## src/rtl/fpdiv_post_s32_pkg.sv

```systemverilog
// Shared fp32 divide/sqrt definitions: sideband class encodings, fp32 constants,
// exception flag bit positions, field widths and the default divider latency.
package fpdiv_post_s32_pkg;

  localparam int unsigned DIV_LAT_DEF = 7;
  localparam int unsigned QUOT_W      = 48;
  localparam int unsigned REM_W       = 23;
  localparam int unsigned EXP_W       = 10;
  localparam int unsigned EXPN_W      = 11;
  localparam int unsigned CLS_W       = 3;
  localparam int unsigned MANT_W      = 23;
  localparam int unsigned FP_W        = 32;
  localparam int unsigned FLAG_W      = 5;

  typedef enum logic [CLS_W-1:0] {
    CLS_NORM    = 3'd0,
    CLS_ZERO    = 3'd1,
    CLS_INF     = 3'd2,
    CLS_QNAN    = 3'd3,
    CLS_DIVZ    = 3'd4,
    CLS_INVALID = 3'd5
  } cls_e;

  localparam logic [FP_W-1:0] FP_QNAN    = 32'h7FC0_0000;
  localparam logic [7:0]      FP_EXP_MAX = 8'hFE;
  localparam logic [7:0]      FP_EXP_INF = 8'hFF;

  // flags = {invalid, divzero, overflow, underflow, inexact}
  localparam int unsigned FLG_NX  = 0;
  localparam int unsigned FLG_UF  = 1;
  localparam int unsigned FLG_OF  = 2;
  localparam int unsigned FLG_DZ  = 3;
  localparam int unsigned FLG_INV = 4;

  typedef struct packed {
    logic                    sign;
    logic signed [EXP_W-1:0] exp;
    logic [CLS_W-1:0]        cls;
  } sb_t;

endpackage

```

## src/rtl/fpdiv_post_s32_if.sv

```systemverilog
// Bus between the divider/issue logic and the divide post-processing stage.
// master: drives en, divider output and issue-time sideband; slave: the stage.
interface fpdiv_post_s32_if;
  import fpdiv_post_s32_pkg::*;

  logic                    en;
  logic                    vldin;
  logic [QUOT_W-1:0]       quot;
  logic [REM_W-1:0]        rem;
  logic                    sb_vld;
  logic                    sb_sign;
  logic signed [EXP_W-1:0] sb_exp;
  logic [CLS_W-1:0]        sb_class;
  logic                    vldout;
  logic [FP_W-1:0]         result;
  logic [FLAG_W-1:0]       flags;
  logic                    align_err;

  modport master (
    output en, vldin, quot, rem, sb_vld, sb_sign, sb_exp, sb_class,
    input  vldout, result, flags, align_err
  );

  modport slave (
    input  en, vldin, quot, rem, sb_vld, sb_sign, sb_exp, sb_class,
    output vldout, result, flags, align_err
  );

endinterface

```

## src/rtl/fpdiv_sb_delay.sv

```systemverilog
// Enabled shift register carrying operand sideband alongside an iterative datapath.
// Ports: clk, rst_n (sync, active-low), en (advance), in_vld/in_data (entry),
//        out_vld/out_data (entry inserted DEPTH enabled cycles earlier).
// Only valid bits are reset; data bits are don't-care while invalid.
module fpdiv_sb_delay #(
  parameter int unsigned DEPTH = 7,
  parameter int unsigned W     = 14
) (
  input  logic         clk,
  input  logic         rst_n,
  input  logic         en,
  input  logic         in_vld,
  input  logic [W-1:0] in_data,
  output logic         out_vld,
  output logic [W-1:0] out_data
);

  logic [DEPTH-1:0] vld_q, vld_d;
  logic [W-1:0]     data_q [DEPTH];
  logic [W-1:0]     data_d [DEPTH];

  // Next-state: shift one place toward the output.
  always_comb begin
    vld_d     = vld_q;
    data_d    = data_q;
    vld_d[0]  = in_vld;
    data_d[0] = in_data;
    for (int unsigned i = 1; i < DEPTH; i++) begin
      vld_d[i]  = vld_q[i-1];
      data_d[i] = data_q[i-1];
    end
  end

  always_ff @(posedge clk) begin
    if (!rst_n) begin
      vld_q <= '0;
    end else if (en) begin
      vld_q <= vld_d;
    end
  end

  always_ff @(posedge clk) begin
    if (en) begin
      data_q <= data_d;
    end
  end

  assign out_vld  = vld_q[DEPTH-1];
  assign out_data = data_q[DEPTH-1];

endmodule

```

## src/rtl/fpdiv_post_s32.sv

```systemverilog
// fp32 divide post-processing: pairs divider quotient/remainder with delayed
// operand sideband, normalises, truncates, resolves special cases and packs.
// Ports: clk, rst_n (sync, active-low), bus (slave): en, vldin, quot, rem,
//        sb_* in; vldout, result, flags, align_err (sticky) out.
module fpdiv_post_s32
  import fpdiv_post_s32_pkg::*;
#(
  parameter int unsigned DIV_LAT = DIV_LAT_DEF
) (
  input logic              clk,
  input logic              rst_n,
  fpdiv_post_s32_if.slave  bus
);

  sb_t  sb_in, sb_dly;
  logic dly_vld;
  logic quot_unused;

  assign sb_in       = {bus.sb_sign, bus.sb_exp, bus.sb_class};
  assign quot_unused = ^bus.quot[QUOT_W-1:26];

  fpdiv_sb_delay #(
    .DEPTH (DIV_LAT),
    .W     ($bits(sb_t))
  ) u_sb_delay (
    .clk      (clk),
    .rst_n    (rst_n),
    .en       (bus.en),
    .in_vld   (bus.sb_vld),
    .in_data  (sb_in),
    .out_vld  (dly_vld),
    .out_data (sb_dly)
  );

  logic                     a_vld_q, a_vld_d;
  logic                     a_sign_q, a_sign_d;
  logic [CLS_W-1:0]         a_cls_q, a_cls_d;
  logic signed [EXPN_W-1:0] a_exp_q, a_exp_d;
  logic [MANT_W-1:0]        a_mant_q, a_mant_d;
  logic                     a_inexact_q, a_inexact_d;
  logic                     vldout_q, vldout_d;
  logic [FP_W-1:0]          result_q, result_d;
  logic [FLAG_W-1:0]        flags_q, flags_d;
  logic                     align_err_q, align_err_d;

  // Stage A: normalise q = quot[25:0] in (2^23, 2^25] to 1.m, truncating.
  always_comb begin
    logic signed [EXPN_W-1:0] exp_x;
    logic [25:0]              q;
    q           = bus.quot[25:0];
    exp_x       = {sb_dly.exp[EXP_W-1], sb_dly.exp};
    a_vld_d     = bus.vldin & dly_vld;
    a_sign_d    = sb_dly.sign;
    a_cls_d     = sb_dly.cls;
    a_exp_d     = exp_x - 11'sd1;
    a_mant_d    = q[22:0];
    a_inexact_d = |bus.rem;
    if (q[25]) begin
      a_exp_d     = exp_x + 11'sd1;
      a_mant_d    = '0;
      a_inexact_d = 1'b0;
    end else if (q[24]) begin
      a_exp_d     = exp_x;
      a_mant_d    = q[23:1];
      a_inexact_d = q[0] | (|bus.rem);
    end
    // A divider/sideband disagreement is remembered until reset.
    align_err_d = align_err_q | (bus.vldin ^ dly_vld);
  end

  // Stage B: classify and pack; result/flags hold while no new result.
  always_comb begin
    vldout_d = a_vld_q;
    result_d = result_q;
    flags_d  = flags_q;
    if (a_vld_q) begin
      flags_d = '0;
      case (a_cls_q)
        CLS_NORM: begin
          if (a_exp_q >= 11'sd255) begin
            result_d        = {a_sign_q, FP_EXP_MAX, {MANT_W{1'b1}}};
            flags_d[FLG_OF] = 1'b1;
            flags_d[FLG_NX] = 1'b1;
          end else if (a_exp_q <= 11'sd0) begin
            result_d        = {a_sign_q, 31'd0};
            flags_d[FLG_UF] = 1'b1;
            flags_d[FLG_NX] = 1'b1;
          end else begin
            result_d        = {a_sign_q, a_exp_q[7:0], a_mant_q};
            flags_d[FLG_NX] = a_inexact_q;
          end
        end
        CLS_ZERO: result_d = {a_sign_q, 31'd0};
        CLS_INF:  result_d = {a_sign_q, FP_EXP_INF, {MANT_W{1'b0}}};
        CLS_QNAN: result_d = FP_QNAN;
        CLS_DIVZ: begin
          result_d        = {a_sign_q, FP_EXP_INF, {MANT_W{1'b0}}};
          flags_d[FLG_DZ] = 1'b1;
        end
        default: begin
          result_d         = FP_QNAN;
          flags_d[FLG_INV] = 1'b1;
        end
      endcase
    end
  end

  always_ff @(posedge clk) begin
    if (!rst_n) begin
      a_vld_q     <= 1'b0;
      vldout_q    <= 1'b0;
      result_q    <= '0;
      flags_q     <= '0;
      align_err_q <= 1'b0;
    end else if (bus.en) begin
      a_vld_q     <= a_vld_d;
      vldout_q    <= vldout_d;
      result_q    <= result_d;
      flags_q     <= flags_d;
      align_err_q <= align_err_d;
    end
  end

  always_ff @(posedge clk) begin
    if (bus.en) begin
      a_sign_q    <= a_sign_d;
      a_cls_q     <= a_cls_d;
      a_exp_q     <= a_exp_d;
      a_mant_q    <= a_mant_d;
      a_inexact_q <= a_inexact_d;
    end
  end

  assign bus.vldout    = vldout_q;
  assign bus.result    = result_q;
  assign bus.flags     = flags_q;
  assign bus.align_err = align_err_q;

endmodule

```

## src/flat_wrapper.sv

```systemverilog
// flat-port wrapper written by rule: the top's interface ports become plain ports
module fpdiv_post_s32_flat import fpdiv_post_s32_pkg::*;
#(
  parameter int unsigned DIV_LAT = DIV_LAT_DEF
)
  (clk, rst_n, bus_en, bus_vldin, bus_quot, bus_rem, bus_sb_vld, bus_sb_sign, bus_sb_exp, bus_sb_class, bus_vldout, bus_result, bus_flags, bus_align_err);
  fpdiv_post_s32_if bus_i ();
  input logic clk;
  input logic rst_n;
  input wire logic [$bits(bus_i.en)-1:0] bus_en;
  input wire logic [$bits(bus_i.vldin)-1:0] bus_vldin;
  input wire logic [$bits(bus_i.quot)-1:0] bus_quot;
  input wire logic [$bits(bus_i.rem)-1:0] bus_rem;
  input wire logic [$bits(bus_i.sb_vld)-1:0] bus_sb_vld;
  input wire logic [$bits(bus_i.sb_sign)-1:0] bus_sb_sign;
  input wire logic [$bits(bus_i.sb_exp)-1:0] bus_sb_exp;
  input wire logic [$bits(bus_i.sb_class)-1:0] bus_sb_class;
  output wire logic [$bits(bus_i.vldout)-1:0] bus_vldout;
  output wire logic [$bits(bus_i.result)-1:0] bus_result;
  output wire logic [$bits(bus_i.flags)-1:0] bus_flags;
  output wire logic [$bits(bus_i.align_err)-1:0] bus_align_err;
  assign bus_i.en = bus_en;
  assign bus_i.vldin = bus_vldin;
  assign bus_i.quot = bus_quot;
  assign bus_i.rem = bus_rem;
  assign bus_i.sb_vld = bus_sb_vld;
  assign bus_i.sb_sign = bus_sb_sign;
  assign bus_i.sb_exp = bus_sb_exp;
  assign bus_i.sb_class = bus_sb_class;
  assign bus_vldout = bus_i.vldout;
  assign bus_result = bus_i.result;
  assign bus_flags = bus_i.flags;
  assign bus_align_err = bus_i.align_err;
  fpdiv_post_s32 #(.DIV_LAT(DIV_LAT)) u_core (.clk(clk), .rst_n(rst_n), .bus(bus_i));
endmodule
```

## config.mk

```make
export PLATFORM = sky130hd
export DESIGN_NAME = fpdiv_post_s32_flat
export DESIGN_NICKNAME = d
export VERILOG_FILES = /design/src/rtl/fpdiv_post_s32_pkg.sv /design/src/rtl/fpdiv_post_s32_if.sv /design/src/rtl/fpdiv_sb_delay.sv /design/src/rtl/fpdiv_post_s32.sv /design/src/flat_wrapper.sv
export SDC_FILE = /design/constraint.sdc
export NUM_CORES = 1
export LEC_CHECK = 0
export CAP_MARGIN = 20
export CORE_MARGIN = 2
export CORE_UTILIZATION = 30
export DETAILED_ROUTE_END_ITERATION = 10
export PLACE_DENSITY = 0.58
export SETUP_SLACK_MARGIN = 0.4
export SYNTH_ARGS = -nofsm -noshare
export SYNTH_HDL_FRONTEND = slang
export SYNTH_SLANG_ARGS = --single-unit
```

## constraint.sdc

```tcl
create_clock -name clk -period 4.1 [get_ports clk]
set_clock_uncertainty 0.1 [all_clocks]
set_input_delay 0.615 -clock clk [delete_from_list [all_inputs] [get_ports clk]]
set_output_delay 0.615 -clock clk [all_outputs]
set_load 0.02 [all_outputs]
```

---- Yosys cells after proc, flatten, opt, wreduce, memory -nomap -nowiden ----
Cells that the tools add are included.
word-level totals
  input bits .............................. 90
  register bits after elaboration ......... 184
cells by class
  order comparisons ....................... 2
  bitwise gates (word level) .............. 4
  reduce and logical (&&, ||, !) cells .... 5
  eq/ne operators ......................... 4
  mux-type cells .......................... 15
  $add $sub $neg .......................... 2
operators with widths
  cell                   count
  $pmux 32 s3            1
  $mux 31                2
  $mux 23                1
  $reduce_or 23->1       1
  $mux 11                2
  $add 10x2->11 const B  1
  $ge 11x9->1 const B    1
  $le 11x1->1 const B    1
  $sub 10x2->11 const B  1
  $mux 1                 8
  $eq 3x2->1 const B     2
  $reduce_or 5->1        1
  $eq 3x1->1 const B     1
  $eq 3x3->1 const B     1
  $logic_not 3->1        1
  $mux 3                 1
  $or 1x1->1             2
  $reduce_and 2->1       1
  $reduce_or 2->1        1
  $and 1x1->1            1
  $xor 1x1->1            1

---- Logic depth before layout (Yosys ltp) ----
Gate-level depths: netlist of the first run.
  depth in word-level cells ............... 4
  depth in mapped cells ................... 6
  mapped depth without buffers ............ 6

---- Modules after synthesis ----
A second synthesis of the first run with hierarchy kept.
unflattened totals
  cell total of the unflattened synthesis .. 404
  area total of the unflattened synthesis .. 6708.9 sq um
by module, submodules not included
  module          cells an instance  instances  area an instance (sq um)  sequential area each (sq um)
  fpdiv_post_s32  284                1          3500.9                    1971.9
  fpdiv_sb_delay  120                1          3208.1                    3083.0

---- Worst setup path after synthesis of the first run ----
Ideal clock, no wire load.
  kind .................................... input -> register
  from .................................... in bus_quot[24]
  to ...................................... reg u_core.a_exp_q[8] (data pin)
  stages on the path ...................... 4
  required time ........................... 3.742 ns
  path slack .............................. 2.026 ns
  path buffers ............................ 0
  data arrival time ....................... 1.716 ns
  cells stage by stage .................... or4b_2 -> nor3b_1 -> a31oi_1 -> xnor2_1
between the ends
  cells in the longest elaborated chain, start to end .. 2
RTL lines
  element                RTL line               RTL
  from (decl)            flat_wrapper.sv:12     input wire logic [$bits(bus_i.quot)-1:0] bus_quot;
  $mux 11                fpdiv_post_s32.sv:62   end else if (q[24]) begin
  $mux 11                fpdiv_post_s32.sv:58   if (q[25]) begin
  net u_core.a_exp_d[8]  fpdiv_post_s32.sv:38   logic signed [EXPN_W-1:0] a_exp_q, a_exp_d;
  to (signal assigned)   fpdiv_post_s32.sv:128  a_exp_q <= a_exp_d;
  to (decl)              fpdiv_post_s32.sv:38
The timed path passes the listed nets, and every way through them passes these cells.
A chain may end at the register's enable or synchronous reset.

---- Final worst setup path of the first run ----
  from .................................... in bus_quot[25]
  to ...................................... reg u_core.a_exp_q[8] (data pin)
between the ends
  cells in the longest elaborated chain, start to end .. 1
RTL lines
  element                RTL line
  $mux 11                fpdiv_post_s32.sv:58
  net u_core.a_exp_d[8]  fpdiv_post_s32.sv:38
The timed path passes the listed nets, and every way through them passes these cells.

==> results.json, run 1 <==
{
  "fp-row-count": 54,
  "routed_via_density": 4.541,
  "grt_usage": 0.1023,
  "cts_hold_buf": 0,
  "htree_levels": 4,
  "period_needed_ps": 2418,
  "grt_overflow_total": 0,
  "synth_commonest_cells": "edfxtp_1 (137), dfxtp_1 (47), nor2_1 (33)",
  "clockRootBuffer": "clkbuf_16",
  "ant_nets": 0,
  "dr_wl_met2_mm": 6.214,
  "design.core.area_sq_um": 21760,
  "antennaDiodeCount": 0,
  "p_leak_nw": 2.957,
  "ys_seq_area_frac": 0.7640,
  "cts_sinks": 184,
  "layout-drive-gt1-share": 0.1040,
  "chipWidth_microns": 152.5,
  "yosys-top-cells-area": "edfxtp_1 (62%), dfxtp_1 (14%), mux2i_1 (4.7%), a221o_1 (3.0%), nor2_1 (1.9%)",
  "drt_iter0_drc": 162,
  "postCtsSetupBuffers": 0,
  "cp_data_arrival_time_ps": 2500,
  "finalSetupTns_ps": 0,
  "nNetsFinal": 610,
  "clockBufferDepth": 2,
  "wl_met3_microns": 495,
  "netlist_instances": 406,
  "io_buffers": 106,
  "syn_avg_cell_area_sq_um": 16.30,
  "total_power_mw": 3.848,
  "top_layer_used": "met4",
  "required_ps": 4180,
  "clkTransAtPathRegs_ps": 70,
  "hold_path.class": "register to register",
  "m1WireLength_mm": 4.858,
  "syn_area_sq_um": 6616,
  "critPathLaunchType": "input port",
  "gp_congestion": 0.8258,
  "start_util": 0.3041,
  "timing.slew.headroom": 0.3151,
  "synth_top_area_frac": 0.6218,
  "status": "finished clean",
  "synth_nets": 499,
  "io_pins": 129,
  "die_y_microns": 152.5,
  "numCtsBuffers": 17,
  "insertion_delay_ps": 420,
  "rsz0062_at_grt": "false",
  "cts_tree": "yes",
  "grt_pass1_vias": 3741,
  "yosys.area.top_type": "edfxtp_1",
  "crit_fanout": 33,
  "max_freq_ghz": 0.4135,
  "power.density_nw_per_um2": 450.7,
  "vias": 3674,
  "async_flop_share": 0,
  "maxCapViolCount": 0,
  "wl_per_cell_microns": 14.59,
  "syn2layout_area_growth_pct": 29.03,
  "ctsResizeCount": 0,
  "synth_edf_count": 137,
  "hold_viol_final": 0,
  "grt_pass1_wl_mm": 18.57,
  "drc_errors": 0,
  "synth-seq-cells": 184,
  "end_kind": "register",
  "synth.distinct_cells": 46,
  "crit_type": "input port to register",
  "antenna_found_initial": 0,
  "dp_hpwl_mm": 8.038,
  "synth.most_common_cell": "edfxtp_1",
  "ir_worst_vdd_uv": 292.2,
  "finalWirelength_mm": 11.81,
  "maxSlewViolCount": 0,
  "min_period_over_period": 0.5899,
  "synth_ff_type": "edfxtp_1",
  "worst_pin_slew_ps": 1027,
  "grt_max_degree": 84,
  "setup_violations": 0,
  "die_area_sq_um": 23260,
  "utilization": 0.3924,
  "drtPass1Iterations": 4,
  "synth.yosys.warnings": 0
}
-- registers in the layout, summed over array words and instances (netlist names), 3 cells and up --
signal and count:
u_core.u_sb_delay.out_data 14, u_core.a_mant_q 23, u_core.a_exp_q 11, u_core.bus.flags 5, u_core.a_cls_q 3, u_core.bus.result 32, u_core.u_sb_delay.vld_q 7, u_core.u_sb_delay.data_d 84
-- layout make-up --
cell class | instances | area [sq um]
fill | 2011 | 13220
sequential | 184 | 5055
clock inverter | 14 | 135.1
inverter | 4 | 15.01
clock buffer | 17 | 425.4
timing repair buffer | 111 | 1095
multi-input combinational | 199 | 1461
tap | 280 | 350.3
-- stage by stage --
stage | instances | worst slack (ps) | hold WS (ps) | instance area (sq um)
6_report | 809 | 1682 | 319.0 | 8537
5_1_grt | 809 | 1596 | 319.6 | 8537
4_1_cts | 809 | 1713 | 320.1 | 8537
3_5_place_dp | 778 | 1253 | 304.5 | 7976
3_3_place_gp | 778 | 1291 | 300.6 | 7976
2_1_floorplan | 406 | 2026 | 300.3 | 6616
-- layout by cell type (no fill, tap or decap), types with 6 or more instances in the layout --
| cell | netlist | routed |
|---|---|---|
| mux2i_1 | 31 | 31 |
| clkdlybuf4s50_1 | 0 | 104 |
| a221o_1 | 20 | 20 |
| nor2b_1 | 11 | 11 |
| a21oi_1 | 9 | 9 |
| nor2_1 | 33 | 33 |
| dfxtp_1 | 47 | 47 |
| o221a_2 | 7 | 7 |
| clkbuf_16 | 0 | 17 |
| nand2_1 | 13 | 13 |
| o21ai_0 | 10 | 10 |
| xnor2_1 | 6 | 6 |
| edfxtp_1 | 137 | 137 |
| nor4_1 | 8 | 8 |
-- cells by family after synthesis --
logic type / count (synthesis) / share of synthesized area
multiplexers: 32 / 0.04860
flip-flops: 184 / 0.7640
AO/OA/AOI/OAI: 63 / 0.07829
buffers and inverters: 23 / 0.01588
adder cells (fa/ha/maj): 3 / 0.005674
AND/OR/NAND/NOR: 91 / 0.07432
XOR/XNOR: 10 / 0.01324
-- worst max-delay path, cell delays in order --
cell and delay (ps):
clkdlybuf4s50_1 400, buf_4 240, or4b_2 700, nor3b_1 310
a31oi_1 90, xnor2_1 140
-- power breakdown --
part	internal [mW]	switching [mW]	total, mW
clock network	0.801	0.728	1.53
logic	0.0911	0.0827	0.174
registers	2.11	0.0368	2.15
-- routing by layer --
metal	GRT usage	up-vias
met4	0.04762	0
li1	-	1800
met2	0.1810	76
met5	0	-
met3	0.03697	18
met1	0.1089	1780
-- worst paths after layout --
path | start | end | slack (ps) | cells past startpoint
worst min register to register | u_core.u_sb_delay.data_d[12] | u_core.u_sb_delay.out_data[12] | 320 | 0
worst max-delay path | bus_quot[25] | u_core.a_exp_q[8] | 1680 | 6
worst max register to register | u_core.u_sb_delay.out_data[3] | u_core.a_exp_q[8] | 1810 | 6
worst min-delay path | u_core.u_sb_delay.data_d[12] | u_core.u_sb_delay.out_data[12] | 320 | 0
Note: power is estimated with default switching activity, not from simulation.
==> inputs of run 2 (changes only) <==
==> constraint.sdc (replaced) <==
create_clock -name clk -period 2.38 [get_ports clk]
set_clock_uncertainty 0.1 [all_clocks]
set_input_delay 0.357 -clock clk [delete_from_list [all_inputs] [get_ports clk]]
set_output_delay 0.357 -clock clk [all_outputs]
set_load 0.02 [all_outputs]
==> run 2 against run 1 <==
Wire length fell by 2.4%. Non-clock buffer count is 10 higher. Via count increased by 1.7%. Combinational power up 83%. Flip-flop and latch count unchanged. First-iteration DRC count grew 36%. Setup slack got worse by 1400 ps. Register-to-register slack worse by 1500 ps.
==> results.json, run 2 (synthesis gave the netlist of run 1 again) <==
{
  "status": "finished clean",
  "pwr-share-comb": 0.046,
  "end_kind": "register",
  "worstPathCellList": "or4_4, nor4_4, nor3_2, buf_6, a221o_2",
  "fillers": 1995,
  "drc_errors": 0,
  "whs_ps": 209.4,
  "required_ps": 2590,
  "postPlaceCellArea_sq_um": 8028,
  "p_sw_frac": 0.2262,
  "clkPwrFrac": 0.419,
  "routed_via_density": 4.559,
  "io_buffers": 106,
  "largest_register_ffs": 84,
  "fp-row-count": 54,
  "finalWirelength_mm": 11.53,
  "cp_num_buf_inv": 1,
  "crit_type": "register to register",
  "insertion_delay_ps": 430,
  "cp_data_arrival_time_ps": 2310,
  "clkTransAtPathRegs_ps": 70,
  "power_switching_mw": 1.564,
  "io_pins": 129,
  "die_area_sq_um": 23260,
  "p_leak_nw": 3.070,
  "gp_congestion": 0.8373,
  "setup_violations": 0,
  "finalSetupTns_ps": 0,
  "critPathLaunchType": "register",
  "hold_path.class": "input port to register",
  "antenna_found_initial": 0,
  "period_needed_ps": 2098,
  "die_y_microns": 152.5,
  "setup_slack_ps": 282.4,
  "multi_input_area_sq_um": 1513,
  "layout_commonest_cell": "edfxtp_1",
  "design.core.area_sq_um": 21760,
  "p_seq_frac": 0.534,
  "intPower_mw": 5.347,
  "critical-path-top-delay-family": "simple AND/OR/NAND/NOR gates",
  "crit_fanout": 22,
  "ant_nets": 0,
  "max_stage_delay_ps": 580,
  "cts_tree": "yes",
  "wl_per_cell_microns": 14.06,
  "worst_pin_slew_ps": 727.1,
  "grt_max_degree": 138,
  "clockBufferDepth": 2,
  "vias": 3738,
  "drtPass1Iterations": 4,
  "total_power_mw": 6.911,
  "grt_pass1_wl_mm": 18.89,
  "stdcell_area_sq_um": 8763,
  "cts_hold_buf": 0,
  "maxCapViolCount": 0,
  "grt_usage": 0.1029,
  "htree_levels": 4,
  "start_util": 0.3041,
  "cts_sinks": 184,
  "place_ws_ps": 106.9,
  "min_period_over_period": 0.8813,
  "rsz0062_at_grt": "true",
  "numCtsBuffers": 17,
  "maxSlewViolCount": 0,
  "drt_iter0_drc": 221,
  "layout_common_cells": "edfxtp_1 (137), clkdlybuf4s50_1 (104), dfxtp_1 (47), nor2_1 (33), mux2i_1 (31)",
  "syn2layout_area_growth_pct": 32.45,
  "hold_viol_final": 0,
  "power.density_nw_per_um2": 788.6,
  "grt_pass1_vias": 3708,
  "chipWidth_microns": 152.5,
  "nNetsFinal": 620,
  "layout-drive-gt1-share": 0.1370,
  "ir_worst_vdd_uv": 511.7,
  "cpMaxStageDelayCell": "or4_4",
  "dp_hpwl_mm": 7.627,
  "max_freq_ghz": 0.4767,
  "clockRootBuffer": "clkbuf_16",
  "seq_area_sq_um": 5055,
  "grt_overflow_total": 0,
  "timing.slew.headroom": 0.5153,
  "antennaDiodeCount": 0
}
run 2: cell types whose count changed in the layout (fill, tap and decap cells not counted), sizes merged:
| cell | previous run | this run |
|---|---|---|
| clkinv | 4 | 6 |
| bufinv | 0 | 1 |
| buf | 6 | 17 |
| clkinvlp | 2 | 0 |
| clkbuf | 18 | 17 |
run 2: final cells by class:
class                   instances  area share
well taps                     280     0.03998
clock inverters                15     0.02456
clock buffers                  17     0.04854
flip-flops and latches        184      0.5768
repair buffers                121      0.1358
multi-input cells             199      0.1726
inverters                       4    0.001713
run 2: final timing paths:
kind                           startpoint                          end  slack, ps  cells past startpoint
min reg2reg  u_core.u_sb_delay.data_d[17]  u_core.u_sb_delay.data_d[3]        320                      0
max                     u_core.a_exp_q[6]         u_core.bus.result[0]        280                      5
max reg2reg             u_core.a_exp_q[6]         u_core.bus.result[0]        280                      5
min                                bus_en         u_core.bus.align_err        210                      3
run 2: power groups by stage:
stage          Combinational [mW]  Sequential (mW)  Clock [mW]
6_report                    0.319             3.69        2.90
4_1_cts                     0.317             3.69        2.98
3_5_place_dp                0.308             3.77           0
5_1_grt                     0.353             3.71        3.12
3_3_place_gp                0.300             3.76           0
2_1_floorplan               0.116             3.74           0
run 2: repair_timing:
action,4_1_cts,5_1_grt
buffers inserted,5,2
gates resized for setup,2,8
hold endpoints to repair,0,0
endpoints found under the setup margin,25,25
pin swaps,1,3
run 2: worst reg2reg max path: stages (launching register included):
cell      delay, ps
edfxtp_1        410
or4_4           580
nor4_4          300
nor3_2           70
buf_6           180
a221o_2         350
run 2: layer usage:
metal	global-route usage	vias up	routed length, microns	part of all wire
li1	-	1824	-	-
met1	0.1210	1814	4758	0.41
met2	0.1735	82	5981	0.52
met3	0.03129	18	542	0.047
met4	0.04762	0	245	0.021
met5	0	-	0	0
run 2: through the flow:
step,util,instances
2_1_floorplan,-,406
3_3_place_gp,0.3690,781
3_5_place_dp,0.3690,781
4_1_cts,0.4005,818
5_1_grt,0.4028,820
6_report,0.4028,820
==> inputs of run 3 (changes only) <==
--- a/config.mk
+++ b/config.mk
@@ -9,7 +9,7 @@
 export CORE_MARGIN = 2
 export CORE_UTILIZATION = 30
 export DETAILED_ROUTE_END_ITERATION = 10
-export PLACE_DENSITY = 0.58
+export PLACE_DENSITY_LB_ADDON = 0.12
 export SETUP_SLACK_MARGIN = 0.4
 export SYNTH_ARGS = -nofsm -noshare
 export SYNTH_HDL_FRONTEND = slang
==> run 3 against run 2 <==
Fmax rose by 0.51%. Largest power group unchanged. Critical endpoint is now u_core.bus.result[1]. Hold slack improved by 26 ps. Cell area down 0.84%. Die area stayed put. Critical path type unchanged. Global-route usage about the same.
==> results.json, run 3 (synthesis gave the netlist of run 1 again) <==
{
  "rr_endpoint": "u_core.bus.result[1]",
  "rrSetupSlack_ps": 290,
  "timing.slew.headroom": 0.5116,
  "min_period_over_period": 0.8769,
  "finalWirelength_mm": 11.86,
  "io_pins": 129,
  "grt_max_degree": 138,
  "period_needed_ps": 2087,
  "critPathLaunchType": "register",
  "ant_nets": 0,
  "drc_errors": 0,
  "postPlaceCellArea_sq_um": 8020,
  "grt_overflow_total": 0,
  "cp_data_arrival_time_ps": 2290,
  "crit_type": "register to register",
  "setup_violations": 0,
  "min_from": "bus_en",
  "p_leak_nw": 3.042,
  "max_stage_delay_ps": 580,
  "start_util": 0.3041,
  "grt_usage": 0.1030,
  "layout_common_cells": "edfxtp_1 (137), clkdlybuf4s50_1 (104), dfxtp_1 (47), nor2_1 (33), mux2i_1 (31)",
  "maxCapViolCount": 0,
  "cpMaxStageDelayCell": "or4_4",
  "setup_slack_ps": 293.1,
  "whs_ps": 235.0,
  "clockBufferDepth": 2,
  "die_y_microns": 152.5,
  "cp_num_buf_inv": 1,
  "antennaDiodeCount": 0,
  "die_area_sq_um": 23260,
  "grt_pass1_wl_mm": 18.93,
  "cts_tree": "yes",
  "routed_via_density": 4.443,
  "maxSlewViolCount": 0,
  "rsz0062_at_grt": "true",
  "crit_fanout": 22,
  "worst_pin_slew_ps": 732.5,
  "required_ps": 2590,
  "power.density_nw_per_um2": 780.4,
  "hold_viol_final": 0,
  "end_kind": "register",
  "antenna_found_initial": 0,
  "critical-path-top-delay-family": "simple AND/OR/NAND/NOR gates",
  "insertion_delay_ps": 420,
  "clkTransAtPathRegs_ps": 70,
  "design.core.area_sq_um": 21760,
  "hold_path.class": "input port to register",
  "finalSetupTns_ps": 0,
  "max_freq_ghz": 0.4792,
  "r2r_start": "u_core.a_exp_q[6]",
  "dp_hpwl_mm": 7.513,
  "nNetsFinal": 619,
  "gp_congestion": 0.8293,
  "worstPathCellList": "or4_4, nor4_4, nor3_2, buf_6, a221o_2",
  "utilization": 0.3994,
  "whs_path_depth": 3,
  "io_buffers": 106,
  "chipWidth_microns": 152.5,
  "min_to": "u_core.bus.align_err",
  "layout-drive-gt1-share": 0.1299,
  "cts_sinks": 184,
  "numCtsBuffers": 17,
  "stdcell_area_sq_um": 8690,
  "r2r_cells": 5,
  "status": "finished clean",
  "largest_register_ffs": 84,
  "drt_iter0_drc": 156,
  "vias": 3639,
  "syn2layout_area_growth_pct": 31.34,
  "drtPass1Iterations": 4,
  "place_ws_ps": 163.7,
  "htree_levels": 4,
  "wl_per_cell_microns": 14.48,
  "ir_worst_vdd_uv": 478.7,
  "cts_hold_buf": 0,
  "fp-row-count": 54,
  "layout_commonest_cell": "edfxtp_1",
  "clockRootBuffer": "clkbuf_16",
  "grt_pass1_vias": 3688
}
-- run 3: report_power, final --
part	internal [mW]	leakage (nW)	total (mW)	switching (mW)
combinational	0.170	1.04	0.320	0.150
clock	1.49	0.288	2.77	1.28
sequential	3.63	1.72	3.69	0.0595
-- run 3: worst min-delay path: stages --
cell and delay (ps):
buf_6 150, a21oi_1 140, nor2b_1 50
-- run 3: layout make-up --
class                           instances  area, sq um
Sequential cell                       184         5055
Inverter                                4        15.01
Clock buffer                           17        425.4
Multi-Input combinational cell        199         1506
Tap cell                              280        350.3
Clock inverter                         15        158.9
Timing Repair Buffer                  120         1179
Fill cell                            2034        13070
-- run 3: repair_timing --
item | in CTS | in global routing
setup endpoints to repair | 23 | 27
setup buffers | 3 | 4
resized for setup | 2 | 5
pin swaps | 1 | 2
-- run 3: routing by layer --
layer | GRT usage | up-vias | wire (microns)
met3 | 0.03271 | 11 | 464
li1 | - | 1814 | -
met2 | 0.1806 | 62 | 6150
met4 | 0.03836 | 0 | 189
met5 | 0 | - | 0
met1 | 0.1181 | 1752 | 5056
-- run 3: worst max path at each step --
stage	depth (start not counted)	end	from
floorplan	5	u_core.bus.result[10]	u_core.a_exp_q[2]
global placement	5	u_core.a_exp_q[9]	bus_quot[25]
detailed placement	5	u_core.a_exp_q[9]	bus_quot[25]
CTS	5	u_core.bus.result[1]	u_core.a_exp_q[6]
global route	5	u_core.bus.result[1]	u_core.a_exp_q[6]
finish	5	u_core.bus.result[1]	u_core.a_exp_q[6]
-- run 3: through the flow --
step	total power, mW	instances
CTS	6.876	815
floorplan	3.860	406
finish	6.781	819
global route	7.045	819
detailed placement	4.075	780
global placement	4.062	780
